===== config.mk =====
export PLATFORM = sky130hd
export DESIGN_NAME = fetch_queue_unit
export DESIGN_NICKNAME = d
export VERILOG_FILES = /design/src/rtl/fetch_queue_unit.sv
export SDC_FILE = /design/constraint.sdc
export NUM_CORES = 1
export LEC_CHECK = 0
export CORE_MARGIN = 2
export CORE_UTILIZATION = 56
export DETAILED_ROUTE_END_ITERATION = 10
export PLACE_DENSITY = 0.92
export SETUP_SLACK_MARGIN = 0.02
export SYNTH_ARGS = -nofsm -noshare
export SYNTH_HDL_FRONTEND = slang
export SYNTH_SLANG_ARGS = --single-unit

===== constraint.sdc =====
create_clock -name clk -period 5.15 [get_ports clk]
set_input_delay 0.515 -clock clk [delete_from_list [all_inputs] [get_ports clk]]
set_output_delay 0.515 -clock clk [all_outputs]
set_load 0.03 [all_outputs]

===== src/rtl/fetch_queue_unit.sv =====
// -----------------------------------------------------------------------------
// fetch_queue_unit
//   Instruction-fetch front end with a prefetch queue. It issues word addresses
//   to a synchronous-read instruction memory, whose data arrives one cycle after
//   the address. Fetched words are buffered together with their PC in a
//   DEPTH-entry circular queue. The queue feeds decode through a valid/stall
//   handshake. A branch redirects fetch, flushes the queue and drops any read
//   still in flight.
//
// Ports
//   clk          posedge clock
//   reset        synchronous, active-low reset
//   branch       single-cycle redirect request
//   branch_addr  redirect target
//   stall_i      decode refuses the head entry this cycle
//   next_addr    memory read address (combinational)
//   inst_i       memory data for the address issued the previous cycle
//   v_o          head entry valid
//   inst_o       head instruction (0 when v_o=0)
//   pc_o         head PC (0 when v_o=0)
//   stall_o      queue full
//   count_o      occupied entries
// -----------------------------------------------------------------------------
module fetch_queue_unit #(
  parameter int                WORD     = 32,
  parameter int                ADDR     = 16,
  parameter int                DEPTH    = 4,
  parameter int                STRIDE   = 1,
  parameter logic [ADDR-1:0]   RESET_PC = {ADDR{1'b0}}
) (
  input  logic                     clk,
  input  logic                     reset,
  input  logic                     branch,
  input  logic [ADDR-1:0]          branch_addr,
  input  logic                     stall_i,
  output logic [ADDR-1:0]          next_addr,
  input  logic [WORD-1:0]          inst_i,
  output logic                     v_o,
  output logic [WORD-1:0]          inst_o,
  output logic [ADDR-1:0]          pc_o,
  output logic                     stall_o,
  output logic [$clog2(DEPTH):0]   count_o
);

  localparam int PW = $clog2(DEPTH);
  localparam int CW = PW + 1;

  logic [ADDR-1:0] pc_q, pc_d;
  logic            req_q, req_d;
  logic [ADDR-1:0] req_pc_q, req_pc_d;
  logic [PW-1:0]   wr_q, wr_d;
  logic [PW-1:0]   rd_q, rd_d;
  logic [CW-1:0]   count_q, count_d;

  logic [ADDR-1:0] q_pc_q   [DEPTH];
  logic [WORD-1:0] q_inst_q [DEPTH];

  logic [CW-1:0]   occ_s;
  logic            issue_s;
  logic            push_s;
  logic            pop_s;
  logic            valid_s;

  // Issue/push/pop decisions and next-state for pointers, count and PC.
  always_comb begin
    next_addr = branch ? branch_addr : pc_q;
    valid_s   = (count_q != {CW{1'b0}});
    // Credit includes the read in flight but ignores a same-cycle pop, so a
    // push can never land on a full queue.
    occ_s     = count_q + CW'(req_q);
    issue_s   = branch | (occ_s < CW'(DEPTH));
    push_s    = req_q & ~branch;
    pop_s     = valid_s & ~stall_i & ~branch;

    pc_d     = pc_q;
    req_d    = 1'b0;
    req_pc_d = req_pc_q;
    wr_d     = wr_q;
    rd_d     = rd_q;
    count_d  = count_q;

    if (issue_s) begin
      req_d    = 1'b1;
      req_pc_d = next_addr;
      pc_d     = next_addr + ADDR'(STRIDE);
    end else begin
      // Unissued cycle: memory output next cycle is ignored, PC frozen.
      req_d    = 1'b0;
    end

    if (branch) begin
      wr_d    = {PW{1'b0}};
      rd_d    = {PW{1'b0}};
      count_d = {CW{1'b0}};
    end else begin
      if (push_s) begin
        wr_d = wr_q + PW'(1);
      end else begin
        wr_d = wr_q;
      end
      if (pop_s) begin
        rd_d = rd_q + PW'(1);
      end else begin
        rd_d = rd_q;
      end
      case ({push_s, pop_s})
        2'b10:   count_d = count_q + CW'(1);
        2'b01:   count_d = count_q - CW'(1);
        default: count_d = count_q;
      endcase
    end
  end

  // Control state registers with synchronous active-low reset.
  always_ff @(posedge clk) begin
    if (!reset) begin
      pc_q     <= RESET_PC;
      req_q    <= 1'b0;
      req_pc_q <= {ADDR{1'b0}};
      wr_q     <= {PW{1'b0}};
      rd_q     <= {PW{1'b0}};
      count_q  <= {CW{1'b0}};
    end else begin
      pc_q     <= pc_d;
      req_q    <= req_d;
      req_pc_q <= req_pc_d;
      wr_q     <= wr_d;
      rd_q     <= rd_d;
      count_q  <= count_d;
    end
  end

  // Queue storage: write the returning word with the PC it was fetched from.
  always_ff @(posedge clk) begin
    if (!reset) begin
      for (int i = 0; i < DEPTH; i++) begin
        q_pc_q[i]   <= {ADDR{1'b0}};
        q_inst_q[i] <= {WORD{1'b0}};
      end
    end else if (push_s) begin
      q_pc_q[wr_q]   <= req_pc_q;
      q_inst_q[wr_q] <= inst_i;
    end else begin
      q_pc_q[wr_q]   <= q_pc_q[wr_q];
      q_inst_q[wr_q] <= q_inst_q[wr_q];
    end
  end

  // Outputs come straight from registered state; no bypass from inst_i.
  always_comb begin
    v_o     = valid_s;
    stall_o = (count_q == CW'(DEPTH));
    count_o = count_q;
    if (valid_s) begin
      inst_o = q_inst_q[rd_q];
      pc_o   = q_pc_q[rd_q];
    end else begin
      inst_o = {WORD{1'b0}};
      pc_o   = {ADDR{1'b0}};
    end
  end

endmodule


==> metrics.txt, run 1 <==
R2R depth 9; PD cells 337 nW/um^2; die height 140 um; DRC errors left 0; maximum clock insertion buffer count 3; Final HPWL DP 15.1 mm; CTS Buf Count 24; reg2reg setup slack 2.36 ns; fillers 1147; setup TNS 0 ns; Core Region 18100 sq um; cell area after layout 12700 sq um; clock latency on the worst-skew pair 0.52 ns; largest net degree at the start of global routing 49; post-synth net total 867; start of the worst register-to-register path count_o[2]; root buf cell clkbuf_16; vias per cell 5.93; Hold Buf Count CTS 0; EDFF count, synth 192; Hold Fails Final Rpt 0; die area 19700 sq um; worst endpoint data arrival time 3.02 ns; final setup fails 0; Slew HR 0.268; RSZ-0062 raised after global routing no; Area growth syn-to-layout 21.8%; Max Fclk 283 MHz; Overall Global Routing Usage 0.254; Min-Delay Path Class reg2reg; Final Max Slew Viols 0; hold path start pc_q[15]; Setup Buffers After CTS 0; skew final 0.0201 ns; first-pass GRT wire length 38.7 mm; max-cap viol count 0; DRT antenna net count 0; antenna cells 0; CP max FO 34; DP Area 11900 sq um; length of the first detailed-routing pass in iterations 5; remaining global-route overflow 0; Post-synth ARST share 0; YS warnings 0; setup ws final 1.62 ns; Tcrit/Tclk final 0.686; CTS tree done; Cells after Synth 812; fraction of final layout cells sized beyond drive strength 1 0.136; final net count 981; initial antenna violation count 0; wire length per cell 21.2 um; via count 6952; Startpoint Class register; Port Buf Inserts 120; Ports 121; synthesized area 10400 sq um; Seq/Total Area, Yosys 0.634; Die X-Extent 140 um; critical path capture point type primary output; Clk pin slew, worst setup/hold paths 0.06 ns; routability cong. 0.814; deepest level of the CTS H-tree 1; DRT Wirelength 24.9 mm; Layout Cells excl Fill 1173; top_reg_cell synth edfxtp_1; dpl cells 1129; Hold Crit Endpoint pc_q[15]; hold depth 2; critical path type reg2out; Max rail drop VDD 220 uV; vias in the first global route 7198; #FFs+latches synth 234; clk sinks 234; commonest cells after routing, fill and taps aside edfxtp_1 (192), nor2_1 (128), clkdlybuf4s50_1 (120); R2R Path End count_o[2]; CTS resizes 0; mean post-synth cell area 12.8 sq um; most common cell after layout, fill and taps aside edfxtp_1; Synth cell types 46; Place WS 1.68 ns; Leak 0.00481 uW; status complete, no violations; fin crit period 3.53 ns; Required @ worst endpoint 4.64 ns; DR iter-0 viols 698; Worst-Margin Slew 1.09 ns; floorplan row count 49; starting density of the core 0.576
==> cell usage after synthesis, drive strengths merged (8+ instances only) <==
cell / n / area [sq um]
edfxtp: 192 / 5770
nor2: 129 / 484
nand2: 73 / 274
inv: 62 / 233
and2: 48 / 300
mux4: 48 / 1080
nor2b: 48 / 300
dfxtp: 42 / 841
clkbuf: 37 / 139
a211oi: 13 / 97.6
buf: 12 / 70.1
a21oi: 11 / 55.1
mux2i: 10 / 100
xnor2: 9 / 78.8
o21ai: 8 / 40.0
xor2: 8 / 70.1
==> how the worst max path moves through the flow <==
stage,start,depth (start not counted),to
5_1_grt,register,3,inst_o[21]
3_5_place_dp,reset,6,q_pc_q[0][10]
4_1_cts,register,3,pc_o[2]
3_3_place_gp,reset,6,q_pc_q[0][10]
2_1_floorplan,branch,3,q_inst_q[1][0]
6_report,register,4,pc_o[7]
==> metrics by stage <==
stage | utilization | total power [uW] | hold WS [ns]
final | 0.702 | 4280 | 0.470
after global placement | 0.658 | 2550 | 0.443
after global routing | 0.702 | 4400 | 0.488
after detailed placement | 0.658 | 2560 | 0.456
after CTS | 0.702 | 4290 | 0.466
after floorplan | - | 2410 | 0.431
==> state kept, by name, indices dropped and copies added, names as in the netlist, named ones only <==
signal    cells
req_pc_q     16
count_o       3
pc_q         16
wr_q          2
rd_q          2
q_inst_q    128
req_q         1
q_pc_q       64
==> final cells by class <==
class,instances,area (sq um),area share
inverters,63,236,0.0186
clock inverters,13,114,0.00897
clock buffers,31,688,0.0542
flip-flops and latches,234,6610,0.521
repair buffers,137,1330,0.105
multi-input cells,466,3430,0.270
well taps,229,287,0.0226
==> power by group <==
part	internal (uW)	switching (uW)	total [uW]
logic	150	203	352
clock network	1040	711	1750
registers	2140	43.4	2180
==> layer usage <==
layer	track usage	vias up	share of wire
met5	0	-	0
met2	0.436	365	0.51
met4	0.0829	0	0.027
met1	0.340	3464	0.38
met3	0.0349	54	0.080
li1	-	3069	-
==> cell families after synthesis <==
logic type / after synthesis / synth area share
compound gates: 45 / 0.0283
xor+xnor: 17 / 0.0143
flops: 234 / 0.634
buf+inv: 112 / 0.0427
mux: 65 / 0.121
simple gates: 336 / 0.155
fa+ha+maj: 3 / 0.00432
==> critical path, cell delays in order (launching register included) <==
cell             delay, ns
dfxtp_2               0.95
buf_4                 0.40
mux4_2                0.26
nor2b_1               0.19
clkdlybuf4s50_1       0.71
Note: power is estimated with default switching activity, not from simulation.
==> inputs of run 2 (changes only) <==
==> constraint.sdc (replaced) <==
create_clock -name clk -period 3.3 [get_ports clk]
set_input_delay 0.33 -clock clk [delete_from_list [all_inputs] [get_ports clk]]
set_output_delay 0.33 -clock clk [all_outputs]
set_load 0.03 [all_outputs]
==> metrics.txt, run 2 (synthesis gave the netlist of run 1 again) <==
status complete, no violations; area occupied by multi-input gates 3430 sq um (unchanged); most common cell after layout, fill and taps aside edfxtp_1; DRT antenna net count 0 (unchanged); CTS resizes 0 (unchanged); fin crit period 3.05 ns; Final Max Slew Viols 0 (unchanged); first-pass GRT wire length 36.7 mm (-5.1%); Setup Buffers After CTS 0 (unchanged); Max Fclk 328 MHz; skew final 0.00961 ns (-0.0105 ns); fraction of final layout cells sized beyond drive strength 1 0.131 (-0.00451); setup ws final 0.249 ns (-1.37 ns); Startpoint Class register; Final HPWL DP 14.2 mm (-6.5%); max reg flops 128 (unchanged); critical path capture point type primary output; Overall Global Routing Usage 0.239 (-0.0155); worst endpoint data arrival time 2.72 ns (-0.30 ns); PD cells 509 nW/um^2 (+51%); Largest Register q_inst_q; CP max FO 19 (-44%); Layout Utilization 0.702 (about the same); floorplan row count 49 (unchanged); Clk pwr share 0.389 (-0.020); maximum clock insertion buffer count 3 (unchanged); Area growth syn-to-layout 21.9% (about the same); fillers 1145 (-0.17%); root buf cell clkbuf_16; length of the first detailed-routing pass in iterations 5 (unchanged); max-cap viol count 0 (unchanged); Min-Delay Path Class reg2reg; RSZ-0062 raised after global routing no; initial antenna violation count 0 (unchanged); final setup fails 0 (unchanged); deepest level of the CTS H-tree 1 (unchanged); routability cong. 0.900 (+10%); Hold Buf Count CTS 0 (unchanged); vias per cell 5.74 (-3.2%); Clk pin slew, worst setup/hold paths 0.06 ns (about the same); via count 6739 (-3.1%); Ports 121 (unchanged); clk sinks 234 (unchanged); Worst-Margin Slew 1.01 ns (-0.0828 ns); register share of total power 0.526 (+0.017); biggest registers after layout q_inst_q (128), q_pc_q (64); switch share 0.218 (-0.00533); CTS tree done; starting density of the core 0.576 (unchanged); Int Pwr 5050 uW (+52%); Place WS 0.239 ns (-1.45 ns); Tcrit/Tclk final 0.925; Hold Fails Final Rpt 0 (unchanged); Max rail drop VDD 377 uV (+72%); Switching Power 1410 uW (+47%); Slew HR 0.324 (+0.0555); Core Region 18100 sq um (unchanged); antenna cells 0 (unchanged); remaining global-route overflow 0 (unchanged); clock latency on the worst-skew pair 0.50 ns (-0.02 ns); Die X-Extent 140 um (unchanged); vias in the first global route 7091 (-1.5%); DRC errors left 0 (unchanged); DR iter-0 viols 666 (-4.6%); DRT Wirelength 23.4 mm (-6.0%); register area 6610 sq um (unchanged); die height 140 um (unchanged); largest net degree at the start of global routing 50 (+2.0%); Hold WS 0.457 ns (-0.0121 ns); final net count 985 (+0.41%); die area 19700 sq um (unchanged); critical path type reg2out; commonest cells after routing, fill and taps aside edfxtp_1 (192), nor2_1 (128), clkdlybuf4s50_1 (120); Required @ worst endpoint 2.97 ns (-1.67 ns); wire length per cell 19.9 um (-6.1%); Port Buf Inserts 120 (unchanged); logic gate share of total power 0.085 (+0.003); Leak 0.00480 uW (-0.25%); CTS Buf Count 23 (-4.2%)
==> run 2: changes by cell type in the layout (fill, tap and decap cells not counted), sizes merged <==
cell / change
clkbuf: +6
buf: +5
bufinv: -1
clkinv: -7
clkinvlp: -1
==> run 2: layer usage <==
layer  global-route usage  up-vias  part of all wire
met3               0.0274       53             0.070
met5                    0        -                 0
met4               0.0813        0             0.023
li1                     -     3079                 -
met1                0.297     3301              0.38
met2                0.436      306              0.53
==> run 2: path summary, 6_finish.rpt <==
check             start         end  slack [ns]  depth (start not counted)
max            register     pc_o[4]        0.25                          4
min            pc_q[11]    pc_q[11]        0.46                          2
max reg2reg  count_o[2]  count_o[2]        0.83                          8
min reg2reg    pc_q[11]    pc_q[11]        0.46                          2
==> run 2: layout make-up <==
cell class | count | share of cell area
Timing Repair Buffer | 142 | 0.112
Clock buffer | 37 | 0.0534
Tap cell | 229 | 0.0226
Sequential cell | 234 | 0.521
Inverter | 63 | 0.0186
Multi-Input combinational cell | 466 | 0.270
Clock inverter | 4 | 0.00335
==> run 2: critical path: stages (launching register included) <==
cell,delay (ns)
dfxtp_4,0.64
buf_12,0.25
mux4_2,0.52
nor2b_1,0.17
clkdlybuf4s50_1,0.64
==> run 2: through the flow <==
step	power, uW	instance area (sq um)	TNS, ns	std cells
after global placement	3980	12000	0	1134
after CTS	6480	12700	0	1175
after floorplan	3750	10400	-3.69	812
final	6460	12700	0	1175
after global routing	6640	12700	0	1175
after detailed placement	4000	12000	0	1134
==> run 2: power by group through the flow <==
stage	sequential (uW)	clock [uW]	combinational, uW
final	3400	2510	551
after global routing	3410	2650	588
after CTS	3400	2530	553
after detailed placement	3450	0	547
after global placement	3440	0	535
after floorplan	3440	0	316
